## src/rtl/c906_sysctl_gen.sv

```systemverilog
// c906_sysctl_gen: system-control generator beside the C906 core wrapper.
// Produces the prescaled pad_cpu_sys_cnt time base, a divided sys_apb_clk
// with an aligned enable pulse, and conditioned PLIC interrupt inputs.
module c906_sysctl_gen #(
  parameter int unsigned CNT_W       = 64,
  parameter int unsigned PRESCALE_W  = 8,
  parameter int unsigned APB_DIV     = 2,
  parameter int unsigned INT_NUM     = 40,
  parameter int unsigned INT_OUT     = 240,
  parameter int unsigned SYNC_STAGES = 2
) (
  input  logic                   pll_core_cpuclk,
  input  logic                   pad_cpu_rst_b,
  input  logic [PRESCALE_W-1:0]  cnt_prescale,
  input  logic                   cnt_halt,
  input  logic                   cnt_load,
  input  logic [CNT_W-1:0]       cnt_load_val,
  output logic [CNT_W-1:0]       pad_cpu_sys_cnt,
  output logic                   sys_apb_clk,
  output logic                   apb_clk_en,
  input  logic [INT_NUM-1:0]     xx_intc_int,
  input  logic [INT_NUM-1:0]     int_edge_mode,
  input  logic [INT_NUM-1:0]     int_clr,
  output logic [INT_OUT-1:0]     pad_plic_int_vld,
  output logic [INT_OUT-1:0]     pad_plic_int_cfg
);

  localparam int unsigned DIV_W = (APB_DIV > 2) ? $clog2(APB_DIV) : 1;
  localparam logic [DIV_W-1:0] DIV_LAST = DIV_W'(APB_DIV - 1);
  localparam logic [DIV_W-1:0] DIV_HIGH = DIV_W'(APB_DIV / 2);

  // ---------------------------------------------------------------------
  // Prescaler and system counter
  // ---------------------------------------------------------------------
  logic [CNT_W-1:0]      r_cnt;
  logic [PRESCALE_W-1:0] r_psc;
  logic                  w_tick;

  // ">=" rather than "==" so a prescale value lowered below the current
  // count still produces a tick on the next cycle instead of wrapping.
  assign w_tick = (r_psc >= cnt_prescale);

  // Load beats halt, halt freezes both prescaler and counter.
  always_ff @(posedge pll_core_cpuclk or negedge pad_cpu_rst_b) begin
    if (!pad_cpu_rst_b) begin
      r_cnt <= '0;
      r_psc <= '0;
    end else if (cnt_load) begin
      r_cnt <= cnt_load_val;
      r_psc <= '0;
    end else if (!cnt_halt) begin
      if (w_tick) begin
        r_psc <= '0;
        r_cnt <= r_cnt + CNT_W'(1);
      end else begin
        r_psc <= r_psc + PRESCALE_W'(1);
      end
    end
  end

  assign pad_cpu_sys_cnt = r_cnt;

  // ---------------------------------------------------------------------
  // APB clock divider
  // ---------------------------------------------------------------------
  logic [DIV_W-1:0] r_div;
  logic             r_apb_clk;
  logic             r_apb_en;

  // Free-running phase counter; clock high for the first APB_DIV/2 phases.
  always_ff @(posedge pll_core_cpuclk or negedge pad_cpu_rst_b) begin
    if (!pad_cpu_rst_b) begin
      r_div     <= '0;
      r_apb_clk <= 1'b0;
      r_apb_en  <= 1'b0;
    end else begin
      r_div     <= (r_div == DIV_LAST) ? '0 : r_div + DIV_W'(1);
      r_apb_clk <= (r_div < DIV_HIGH);
      r_apb_en  <= (r_div == '0);
    end
  end

  assign sys_apb_clk = r_apb_clk;
  assign apb_clk_en  = r_apb_en;

  // ---------------------------------------------------------------------
  // Interrupt conditioning
  // ---------------------------------------------------------------------
  logic [SYNC_STAGES-1:0][INT_NUM-1:0] r_sync;
  logic [INT_NUM-1:0]                  r_prev;
  logic [INT_NUM-1:0]                  r_pend;
  logic [INT_NUM-1:0]                  w_s;
  logic [INT_NUM-1:0]                  w_rise;
  logic [INT_NUM-1:0]                  w_pend_nxt;

  assign w_s    = r_sync[SYNC_STAGES-1];
  assign w_rise = w_s & ~r_prev;

  // Edge channels: set beats clear, else hold. Level channels follow w_s,
  // which also discards any sticky state on an edge->level switch.
  always_comb begin
    w_pend_nxt = (int_edge_mode & (w_rise | (r_pend & ~int_clr)))
               | (~int_edge_mode & w_s);
  end

  // Synchroniser chain, previous-sample register and pending bits.
  always_ff @(posedge pll_core_cpuclk or negedge pad_cpu_rst_b) begin
    if (!pad_cpu_rst_b) begin
      r_sync <= '0;
      r_prev <= '0;
      r_pend <= '0;
    end else begin
      r_sync <= {r_sync[SYNC_STAGES-2:0], xx_intc_int};
      r_prev <= w_s;
      r_pend <= w_pend_nxt;
    end
  end

  assign pad_plic_int_vld = INT_OUT'(r_pend);
  assign pad_plic_int_cfg = '0;

endmodule

```

## config.mk

```make
export PLATFORM = sky130hd
export DESIGN_NAME = c906_sysctl_gen
export DESIGN_NICKNAME = d
export VERILOG_FILES = /design/src/rtl/c906_sysctl_gen.sv
export SDC_FILE = /design/constraint.sdc
export NUM_CORES = 1
export LEC_CHECK = 0
export CORE_AREA = 2 2 286 288
export DETAILED_ROUTE_END_ITERATION = 7
export DIE_AREA = 0 0 288 290
export PLACE_DENSITY = 0.45
export SLEW_MARGIN = 20
export SYNTH_ARGS = -nofsm -noshare
export SYNTH_HDL_FRONTEND = slang
export SYNTH_SLANG_ARGS = --single-unit
```

## constraint.sdc

```tcl
create_clock -name pll_core_cpuclk -period 3.05 [get_ports pll_core_cpuclk]
set_clock_uncertainty 0.2 [all_clocks]
set_input_delay 0.61 -clock pll_core_cpuclk [delete_from_list [all_inputs] [get_ports pll_core_cpuclk]]
set_output_delay 0.61 -clock pll_core_cpuclk [all_outputs]
set_load 0.02 [all_outputs]
```

==> results by group, run 1 <==
GRT
  – Overflow after GRT: 0
  – GRT Overall Usage: 0.09796
  – Initial antenna violation count: 9
  – First-pass GRT wire length: 62470 um
  – Vias in the first global route: 9127
  – Largest net degree at the start of global routing: 62

Power
  – Sw Pwr: 2951 uW
  – Leak pwr: 0.007566 uW
  – PD cells: 543.8 nW/um^2
  – Net Sw Frac: 0.3187
  – P_int: 6311 uW
  – Comb pwr share: 0.217
  – Share of power burned in registers: 0.384
  – Clock group share of total power: 0.399
  – Worst VDD drop: 248.7 uV

Routing
  – Routed len/inst: 15.88 um
  – WL final: 43880 um
  – Antenna Nets Post-Route: 0
  – DRT Pass-1 Iters: 5
  – Via count: 9519
  – Drt initial violations: 449
  – Via-to-Cell Ratio: 3.444
  – Drc violations: 0

Clock network
  – Clock buffer count from CTS: 29
  – Worst-Skew Late Latency: 0.57 ns
  – Clock Sinks: 233
  – Post-CTS sizing: 0
  – Root Driver: clkbuf_16
  – H-tree depth: 1
  – CTS tree: built
  – CTS max path bufs: 3
  – Post-CTS setup repair buffer count: 0
  – Worst-path clk slew: 0.07 ns

Floorplanning
  – Boundary pin count: 742
  – Die Width: 288 um
  – Die Span Y: 290 um
  – Core area: 80160 sq um
  – Die area: 83520 sq um
  – Placement Rows: 104
  – Initial Util: 0.1604

Logic synthesis
  – Number of synthesized register bits: 233
  – Primary FF master, synth: dfrtp_1
  – Ys Warns: 0
  – Syn Area/Cell: 9.753 sq um
  – Number of synthesized flops with an enable pin: 0
  – Seq/Total Area, Yosys: 0.4536
  – Asr flop ratio synth: 1.000
  – Syn Inst Count: 1318
  – Unique cell type count in the Yosys netlist: 62
  – Synth Cell Area: 12850 sq um

Critical path
  – Worst setup EP type: flop
  – Critical Path Fanout Max: 9
  – Crit path cell chain: ha_1 -> and4_1 -> and4_1 -> nand4_1 -> buf_4 -> nor4_1 -> buf_4 -> and4_1 -> nor4_1
  – Critical Path RT: 3.30 ns
  – Crit path launch: pad_cpu_sys_cnt[1]
  – WP data arrival: 3.09 ns
  – Critical R2R Launch: pad_cpu_sys_cnt[1]
  – Cell with the largest stage delay on the worst path: dfrtp_1
  – Worst Path Buf+Inv: 2
  – Worst Setup Path Type: flop to flop
  – Worst setup SP type: flop
  – Largest stage delay on the critical path: 0.42 ns
  – Most used cell, CP: and4_1
  – Delay-heaviest family, CP: simple AND/OR/NAND/NOR gates

Min path
  – Worst hold path startpoint: r_sync[7]
  – Min-delay worst type: flop to flop

Place
  – Routability congestion estimate: 0.8339
  – DP HPWL: 34890 um
  – Placed cells: 2708
  – IO buf count: 301

Timing
  – Final setup viols: 0
  – Max Slew Vio Count: 0
  – Slew margin rel.: 0.3892
  – Period minus WS final: 2.838 ns
  – Slew @ Worst Pin: 0.9092 ns
  – Max Freq: 0.3524 GHz
  – Period utilization: 0.9303
  – WHS: 0.1453 ns
  – Final Hold Vio Count: 0
  – RSZ-0062 raised after global routing: no

Run
  – Max-cap violations: 0

Layout
  – Final Non-Filler Cells: 2764
  – Layout area overhead: 32.51%
  – Layout cells sized above 1: 0.08226
  – Nets: 1887

Status
  – Status: complete, no violations
## Yosys cell counts (5+ instances only)
cell	number	area share
and4_1	16	0.011
buf_4	441	0.26
a22oi_1	13	0.0076
and3_1	20	0.0097
nor4_1	48	0.023
nor2_1	54	0.016
o31ai_1	5	0.0029
a32o_1	40	0.031
a31oi_1	7	0.0034
or4_1	8	0.0047
nand3_1	32	0.012
clkbuf_1	32	0.0093
o22ai_1	14	0.0068
inv_1	65	0.019
nor3_1	29	0.011
o21ai_0	30	0.012
mux2i_1	5	0.0039
ha_1	10	0.0097
nand4_1	30	0.015
a21oi_1	22	0.0086
dfrtp_1	233	0.45
nand2_1	94	0.027
## sequential cells by signal, indices dropped and copies added (netlist names)
name and cells:
w_s 40, r_pend 40, r_sync 40, sys_apb_clk 1, r_prev 40, pad_cpu_sys_cnt 64, r_psc 8
## through the flow
step | cell area [sq um] | utilization | setup TNS (ns) | setup WS, ns | total power, uW
3_3_place_gp | 16000 | 0.1996 | -15.38 | -0.3670 | 5610
6_report | 17030 | 0.2125 | 0 | 0.2124 | 9262
2_1_floorplan | 14500 | - | 0 | 0.06226 | 5030
4_1_cts | 17020 | 0.2124 | 0 | 0.1262 | 9457
5_1_grt | 17030 | 0.2124 | 0 | 0.006252 | 9741
3_5_place_dp | 16000 | 0.1996 | -19.51 | -0.4483 | 5625
## what timing repair did
item | 4_1_cts | 5_1_grt
hold endpoints to repair | 57 | 0
setup endpoints to repair | 0 | 6
hold buffers | 1 | 0
## path summary, 6_finish.rpt
check,to,slack (ns),cells past startpoint
worst max-delay path,pad_cpu_sys_cnt[54],0.21,9
min in group asynchronous,r_prev[9],0.37,2
max in group asynchronous,pad_cpu_sys_cnt[8],1.56,3
worst max register to register,pad_cpu_sys_cnt[54],0.21,9
worst min-delay path,w_s[7],0.15,0
worst min register to register,w_s[7],0.15,0
## power groups by stage
stage | Combinational [uW] | Sequential, uW | Clock (uW)
after floorplan | 1300 | 3730 | 0
after global placement | 2000 | 3610 | 0
after detailed placement | 2010 | 3610 | 0
after CTS | 2020 | 3560 | 3880
after global routing | 2170 | 3590 | 3980
final | 2010 | 3560 | 3700
## worst reg2reg max path: stages (launching register included)
cell and delay (ns):
dfrtp_1 0.42, ha_1 0.28, and4_1 0.31, and4_1 0.38
nand4_1 0.14, buf_4 0.19, nor4_1 0.37, buf_4 0.18
and4_1 0.19, nor4_1 0.06
## cells in the final DEF (no fill, tap or decap), types with 5 or more instances in the layout
cell type / netlist / routed
nand3_1: 32 / 32
o21ai_0: 30 / 30
nand2_1: 94 / 94
mux2i_1: 5 / 5
clkinv_2: 0 / 5
a22oi_1: 13 / 13
nor4_1: 48 / 48
a31oi_1: 7 / 6
a32o_1: 40 / 40
ha_1: 10 / 10
clkdlybuf4s50_1: 0 / 299
a21oi_1: 22 / 22
clkbuf_16: 0 / 29
o31ai_1: 5 / 5
inv_1: 65 / 64
or4_1: 8 / 8
and4_1: 16 / 16
conb_1: 1 / 440
o22ai_1: 14 / 14
nand4_1: 30 / 30
buf_4: 441 / 61
and3_1: 20 / 20
nor3_1: 29 / 29
buf_12: 0 / 7
nor2_1: 54 / 53
bufinv_16: 0 / 5
dfrtp_1: 233 / 233
## final cells by class
cell class	count	area (sq um)
Antenna cell	2	5.005
Inverter	65	244.0
Sequential cell	233	5831
Fill cell	8896	63120
Clock inverter	18	240.2
Clock buffer	34	774.5
Timing Repair Buffer	370	3621
Multi-Input combinational cell	982	4992
Tap cell	1060	1326
## logic make-up after synthesis
logic type | after synthesis | synth area share
xor+xnor | 3 | 0.002044
mux | 6 | 0.004769
flops | 233 | 0.4536
buf+inv | 543 | 0.2880
compound gates | 168 | 0.09763
simple gates | 354 | 0.1440
fa+ha+maj | 10 | 0.009733
other cells | 1 | 0.0002917
## metal layers
layer  share of wire  global-route usage
met5          0.0016                   0
met1            0.40              0.1217
met4           0.021             0.02098
met3            0.11             0.03931
met2            0.47              0.1587
Power figures use the tool's default switching activity.
==> run 2, diff against run 1 <==
--- a/config.mk
+++ b/config.mk
@@ -6,6 +6,7 @@
 export NUM_CORES = 1
 export LEC_CHECK = 0
 export CORE_AREA = 2 2 286 288
+export CTS_CLUSTER_DIAMETER = 30
 export DETAILED_ROUTE_END_ITERATION = 7
 export DIE_AREA = 0 0 288 290
 export PLACE_DENSITY = 0.45
==> results by group, run 2 (synthesized netlist as in run 1, its figures left out) <==
Status
  – Status: complete, no violations

Timing
  – Max Freq: 0.3590 GHz (+1.9%)
  – Final Hold Vio Count: 0 (unchanged)
  – RSZ-0062 raised after global routing: no
  – Final setup viols: 0 (unchanged)
  – Worst setup margin: 0.2643 ns (+0.05188 ns)
  – Slew @ Worst Pin: 0.8619 ns (-0.04731 ns)
  – Slew margin rel.: 0.4210 (+0.03178)
  – Period minus WS final: 2.786 ns (-0.05188 ns)
  – Max Slew Vio Count: 0 (unchanged)
  – Period utilization: 0.9133 (-0.01701)

Floorplanning
  – Die area: 83520 sq um (unchanged)
  – Die Span Y: 290 um (unchanged)
  – Placement Rows: 104 (unchanged)
  – Core area: 80160 sq um (unchanged)
  – Initial Util: 0.1604 (unchanged)
  – Die Width: 288 um (unchanged)
  – Boundary pin count: 742 (unchanged)

Clock network
  – CTS max path bufs: 3 (unchanged)
  – CTS tree: built
  – Clock Sinks: 233 (unchanged)
  – H-tree depth: 3 (+2)
  – Clock buffer count from CTS: 66 (+130%)
  – Worst-Skew Late Latency: 0.57 ns (about the same)
  – Root Driver: clkbuf_16
  – Worst-path clk slew: 0.04 ns (-0.03 ns)

GRT
  – Overflow after GRT: 0 (unchanged)
  – Largest net degree at the start of global routing: 62 (unchanged)
  – Met1 Use GR: 0.1211 (-0.0006330)
  – GRT Overall Usage: 0.1011 (+0.003120)
  – Routing usage on met3: 0.04803 (+0.008726)
  – First-pass GRT wire length: 63630 um (+1.9%)
  – Vias in the first global route: 9570 (+4.9%)
  – GRT busiest layer: met2
  – Met2 usage: 0.1580 (-0.0007622)
  – Initial antenna violation count: 9 (unchanged)

Routing
  – WL final: 44390 um (+1.2%)
  – Drc violations: 0 (unchanged)
  – Via count: 9825 (+3.2%)
  – Via-to-Cell Ratio: 3.472 (+0.81%)
  – DRT Pass-1 Iters: 5 (unchanged)
  – Routed len/inst: 15.68 um (-1.2%)
  – Drt initial violations: 486 (+8.2%)
  – Antenna Nets Post-Route: 0 (unchanged)

Layout
  – Number of flip-flops in the largest register: 64 (unchanged)
  – Commonest non-fill, non-tap cell in the layout: conb_1
  – Layout cells sized above 1: 0.1126 (+0.03030)
  – Layout area overhead: 42.26%
  – # fillers: 8790 (-1.2%)
  – Nets: 1924 (+2.0%)
  – Most frequent cells in the layout: conb_1 (440), clkdlybuf4s50_1 (299), dfrtp_1 (233), nand2_1 (94), clkbuf_16 (68)
  – Post-layout util: 0.2281 (+0.01564)
  – Area of the multi-input gates: 4992 sq um (unchanged)
  – Register Area: 5831 sq um (unchanged)

Min path
  – Min-delay worst type: flop to flop

Critical path
  – Most used cell, CP: buf_4
  – Worst setup EP type: flop
  – Critical Path Fanout Max: 9 (unchanged)
  – Worst Path Buf+Inv: 4 (+2)
  – Largest stage delay on the critical path: 0.46 ns (+0.04 ns)
  – Crit path cell chain: clkdlybuf4s50_1 -> inv_1 -> ha_1 -> a2111oi_0 -> o21ai_1 -> a31oi_2 -> buf_4 -> buf_4 -> or3_1 -> nor4_1 -> a221o_1
  – Worst setup SP type: input port
  – Delay-heaviest family, CP: compound AO/OA/AOI/OAI gates
  – Critical Path RT: 3.29 ns (about the same)
  – WP data arrival: 3.02 ns (-0.07 ns)
  – Worst Setup Path Type: input port to flop
  – Cell with the largest stage delay on the worst path: clkdlybuf4s50_1

Place
  – Setup WS pre-CTS: -0.4483 ns (unchanged)
  – DP HPWL: 34890 um (unchanged)
  – Routability congestion estimate: 0.8339 (unchanged)
  – IO buf count: 301 (unchanged)

Power
  – Leak pwr: 0.008189 uW (+8.2%)
  – Worst VDD drop: 260.4 uV (+4.7%)
  – PD cells: 683.8 nW/um^2 (+26%)

Run
  – Max-cap violations: 0 (unchanged)
==> run 2: metrics by stage <==
step                hold slack, ns  instances  cell area (sq um)  power, uW  TNS [ns]
floorplan                   0.1144       1757              14500       5030         0
global placement            0.1317       2708              16000       5610    -15.38
detailed placement          0.1347       2708              16000       5625    -19.51
CTS                         0.1386       2827              18280      12730         0
global route                0.1472       2828              18280      13090         0
finish                      0.1362       2830              18290      12500         0
==> run 2: path summary, 6_finish.rpt <==
path | end | startpoint | slack, ns | depth (start not counted)
max | pad_cpu_sys_cnt[19] | cnt_prescale[5] | 0.26 | 11
max in group asynchronous | pad_cpu_sys_cnt[28] | pad_cpu_rst_b | 1.55 | 3
min | w_s[22] | r_sync[22] | 0.14 | 0
min in group asynchronous | r_prev[9] | pad_cpu_rst_b | 0.38 | 2
max reg2reg | pad_cpu_sys_cnt[54] | pad_cpu_sys_cnt[1] | 0.29 | 9
min reg2reg | w_s[22] | r_sync[22] | 0.14 | 0
==> run 2: area by class of cell <==
class                   instances  share of cell area
repair buffers                370              0.1980
inverters                      65             0.01334
flip-flops and latches        233              0.3188
multi-input cells             982              0.2730
well taps                    1060             0.07252
clock inverters                27             0.01861
clock buffers                  91              0.1054
diodes                          2           0.0002737
==> run 2: timing repair <==
action / in CTS / in global routing
endpoints found under the setup margin: 0 / 6
buffers inserted: 0 / 0
hold buffers: 1 / 0
gates resized for setup: 0 / 1
hold endpoints to repair: 57 / 0
==> run 2: where the power goes <==
| part | switching (uW) | leakage, uW | internal, uW |
|---|---|---|---|
| Clock | 2040 | 0.00111 | 4890 |
| Sequential | 233 | 0.00275 | 3340 |
| Combinational | 1260 | 0.00433 | 748 |
==> run 2: worst reg2reg max path, stage by stage, from the launching register on <==
cell	delay (ns)
dfrtp_1	0.41
ha_1	0.27
and4_1	0.30
and4_1	0.37
nand4_1	0.14
buf_4	0.19
nor4_1	0.35
buf_4	0.18
and4_1	0.19
nor4_1	0.06
==> run 2: per-layer routing <==
layer	share of wire	wire length [um]
met4	0.021	935
met1	0.39	17440
met5	0.0016	70
met2	0.47	20790
met3	0.12	5157
==> run 3, diff against run 2 <==
--- a/config.mk
+++ b/config.mk
@@ -5,11 +5,11 @@
 export SDC_FILE = /design/constraint.sdc
 export NUM_CORES = 1
 export LEC_CHECK = 0
-export CORE_AREA = 2 2 286 288
+export CORE_AREA = 2 2 291 293
 export CTS_CLUSTER_DIAMETER = 30
 export DETAILED_ROUTE_END_ITERATION = 7
-export DIE_AREA = 0 0 288 290
-export PLACE_DENSITY = 0.45
+export DIE_AREA = 0 0 293 295
+export PLACE_DENSITY = 0.44
 export SLEW_MARGIN = 20
 export SYNTH_ARGS = -nofsm -noshare
 export SYNTH_HDL_FRONTEND = slang
==> results by group, run 3 (synthesized netlist as in run 1, its figures left out) <==
Critical path
  – WP data arrival: 3.04 ns (+0.02 ns)
  – Crit path cell chain: ha_1 -> and4_1 -> and4_1 -> nand4_1 -> buf_4 -> nor4_1 -> and4_1 -> nor4_1
  – Worst Setup Path Type: flop to flop
  – Critical Path Fanout Max: 9 (unchanged)
  – Cell with the largest stage delay on the worst path: nor4_1
  – Critical Path RT: 3.29 ns (about the same)
  – Largest stage delay on the critical path: 0.47 ns (about the same)
  – Worst setup EP type: flop
  – Most used cell, CP: and4_1
  – Worst setup SP type: flop

Power
  – PD cells: 704.4 nW/um^2 (+3.0%)
  – Tot Pwr: 13050 uW (+4.4%)
  – Leak pwr: 0.008273 uW (+1.0%)
  – Worst VDD drop: 327.9 uV (+26%)

GRT
  – Largest net degree at the start of global routing: 81 (+31%)
  – Vias in the first global route: 9363 (-2.2%)
  – Initial antenna violation count: 8 (-1)
  – First-pass GRT wire length: 61450 um (-3.4%)
  – Overflow after GRT: 0 (unchanged)
  – GRT Overall Usage: 0.09550 (-0.005580)

Timing
  – Period minus WS final: 2.792 ns (+0.006751 ns)
  – Max Freq: 0.3581 GHz (-0.24%)
  – Period utilization: 0.9156 (+0.002213)
  – Final setup viols: 0 (unchanged)
  – RSZ-0062 raised after global routing: no
  – Max Slew Vio Count: 0 (unchanged)
  – WHS: 0.1400 ns (+0.003770 ns)
  – Final Hold Vio Count: 0 (unchanged)
  – Slew margin rel.: 0.3743 (-0.04666)
  – Slew @ Worst Pin: 0.9385 ns (+0.07661 ns)

Floorplanning
  – Die Width: 293 um (+1.7%)
  – Core area: 83160 sq um (+3.7%)
  – Placement Rows: 106 (+1.9%)
  – Boundary pin count: 742 (unchanged)
  – Die area: 86440 sq um (+3.5%)
  – Initial Util: 0.1546 (-0.005786)
  – Die Span Y: 295 um (+1.7%)

Layout
  – Most frequent cells in the layout: conb_1 (440), clkdlybuf4s50_1 (299), dfrtp_1 (233), nand2_1 (94), clkbuf_16 (70)
  – Number of flip-flops in the largest register: 64 (unchanged)
  – Final Non-Filler Cells: 2857 (+0.95%)
  – # fillers: 9078 (+3.3%)
  – Inserted Diodes: 0 (-2)
  – Layout area overhead: 44.10%
  – Layout cells sized above 1: 0.1137 (+0.001118)
  – Commonest non-fill, non-tap cell in the layout: conb_1
  – Post-layout util: 0.2228 (-0.005388)
  – Nets: 1927 (+0.16%)

Clock network
  – CTS tree: built
  – Root Driver: clkbuf_16
  – Clock buffer count from CTS: 70 (+6.1%)
  – Worst-Skew Late Latency: 0.59 ns (+0.02 ns)
  – Clock Sinks: 233 (unchanged)
  – H-tree depth: 3 (unchanged)
  – Worst-path clk slew: 0.04 ns (about the same)
  – CTS max path bufs: 3 (unchanged)

Place
  – IO buf count: 301 (unchanged)
  – Placed cells: 2728 (+0.74%)
  – DP HPWL: 34740 um (-0.43%)
  – Routability congestion estimate: 0.8118 (-2.7%)

Routing
  – Drt initial violations: 491 (+1.0%)
  – Via-to-Cell Ratio: 3.460 (-0.35%)
  – DRT Pass-1 Iters: 5 (unchanged)
  – Antenna Nets Post-Route: 0 (unchanged)
  – Routed len/inst: 15.45 um (-1.5%)
  – Via count: 9884 (+0.60%)
  – Drc violations: 0 (unchanged)
  – WL final: 44140 um (-0.55%)

Status
  – Status: complete, no violations

Min path
  – Min-delay worst type: flop to flop

Run
  – Max-cap violations: 0 (unchanged)
[run 3: layout make-up]
cell class / count / area, sq um / area share
clock inverter: 30 / 494.2 / 0.02668
clock buffer: 98 / 1977 / 0.1067
tap: 1080 / 1351 / 0.07295
multi-input combinational: 981 / 4994 / 0.2696
inverter: 65 / 244.0 / 0.01317
timing repair buffer: 370 / 3633 / 0.1961
sequential: 233 / 5831 / 0.3148
[run 3: timing repair]
action | in CTS | in global routing
endpoints found under the setup margin | 0 | 4
gates resized for setup | 0 | 3
hold buffers | 1 | 0
setup buffers | 0 | 0
hold endpoints to repair | 72 | 0
[run 3: routing by layer]
metal  GRT usage  wire length (um)  vias to the layer above  part of all wire
met5           0                66                        -            0.0015
met4     0.03577              1185                       10             0.027
met3     0.04856              4632                       89              0.10
met2      0.1477             20900                      405              0.47
met1      0.1128             17360                     4829              0.39
li1            -                 -                     4551                 -
[run 3: worst max-delay path: cells and delay by family, from the launching register on]
| family | cells | cell delay, ns |
|---|---|---|
| flip-flops | 1 | 0.42 |
| buffers and inverters | 1 | 0.19 |
| adder cells (fa/ha/maj) | 1 | 0.29 |
| AND/OR/NAND/NOR | 6 | 1.54 |
[run 3: path summary, 6_finish.rpt]
check	startpoint	end	slack [ns]	depth (start not counted)
setup / recovery	pad_cpu_sys_cnt[1]	pad_cpu_sys_cnt[54]	0.26	8
hold / removal	r_sync[39]	w_s[39]	0.14	0
setup reg to reg	pad_cpu_sys_cnt[1]	pad_cpu_sys_cnt[54]	0.26	8
hold reg to reg	r_sync[39]	w_s[39]	0.14	0
max in group asynchronous	pad_cpu_rst_b	pad_cpu_sys_cnt[53]	1.51	2
min in group asynchronous	pad_cpu_rst_b	pad_cpu_sys_cnt[0]	0.46	2
[run 3: power by group]
group,switching (uW),leakage [uW],internal (uW)
sequential,237,0.00275,3340
clock,2190,0.00119,5280
combinational,1260,0.00433,750
total,3680,0.00827,9370
[run 3: per-stage QoR]
stage          area [sq um]  setup TNS [ns]  worst slack (ns)
2_1_floorplan         14500               0           0.06226
3_3_place_gp          16040          -13.05           -0.3236
3_5_place_dp          16040          -14.66           -0.3907
4_1_cts               18520               0            0.1982
5_1_grt               18520               0           0.05210
6_report              18520               0            0.2576
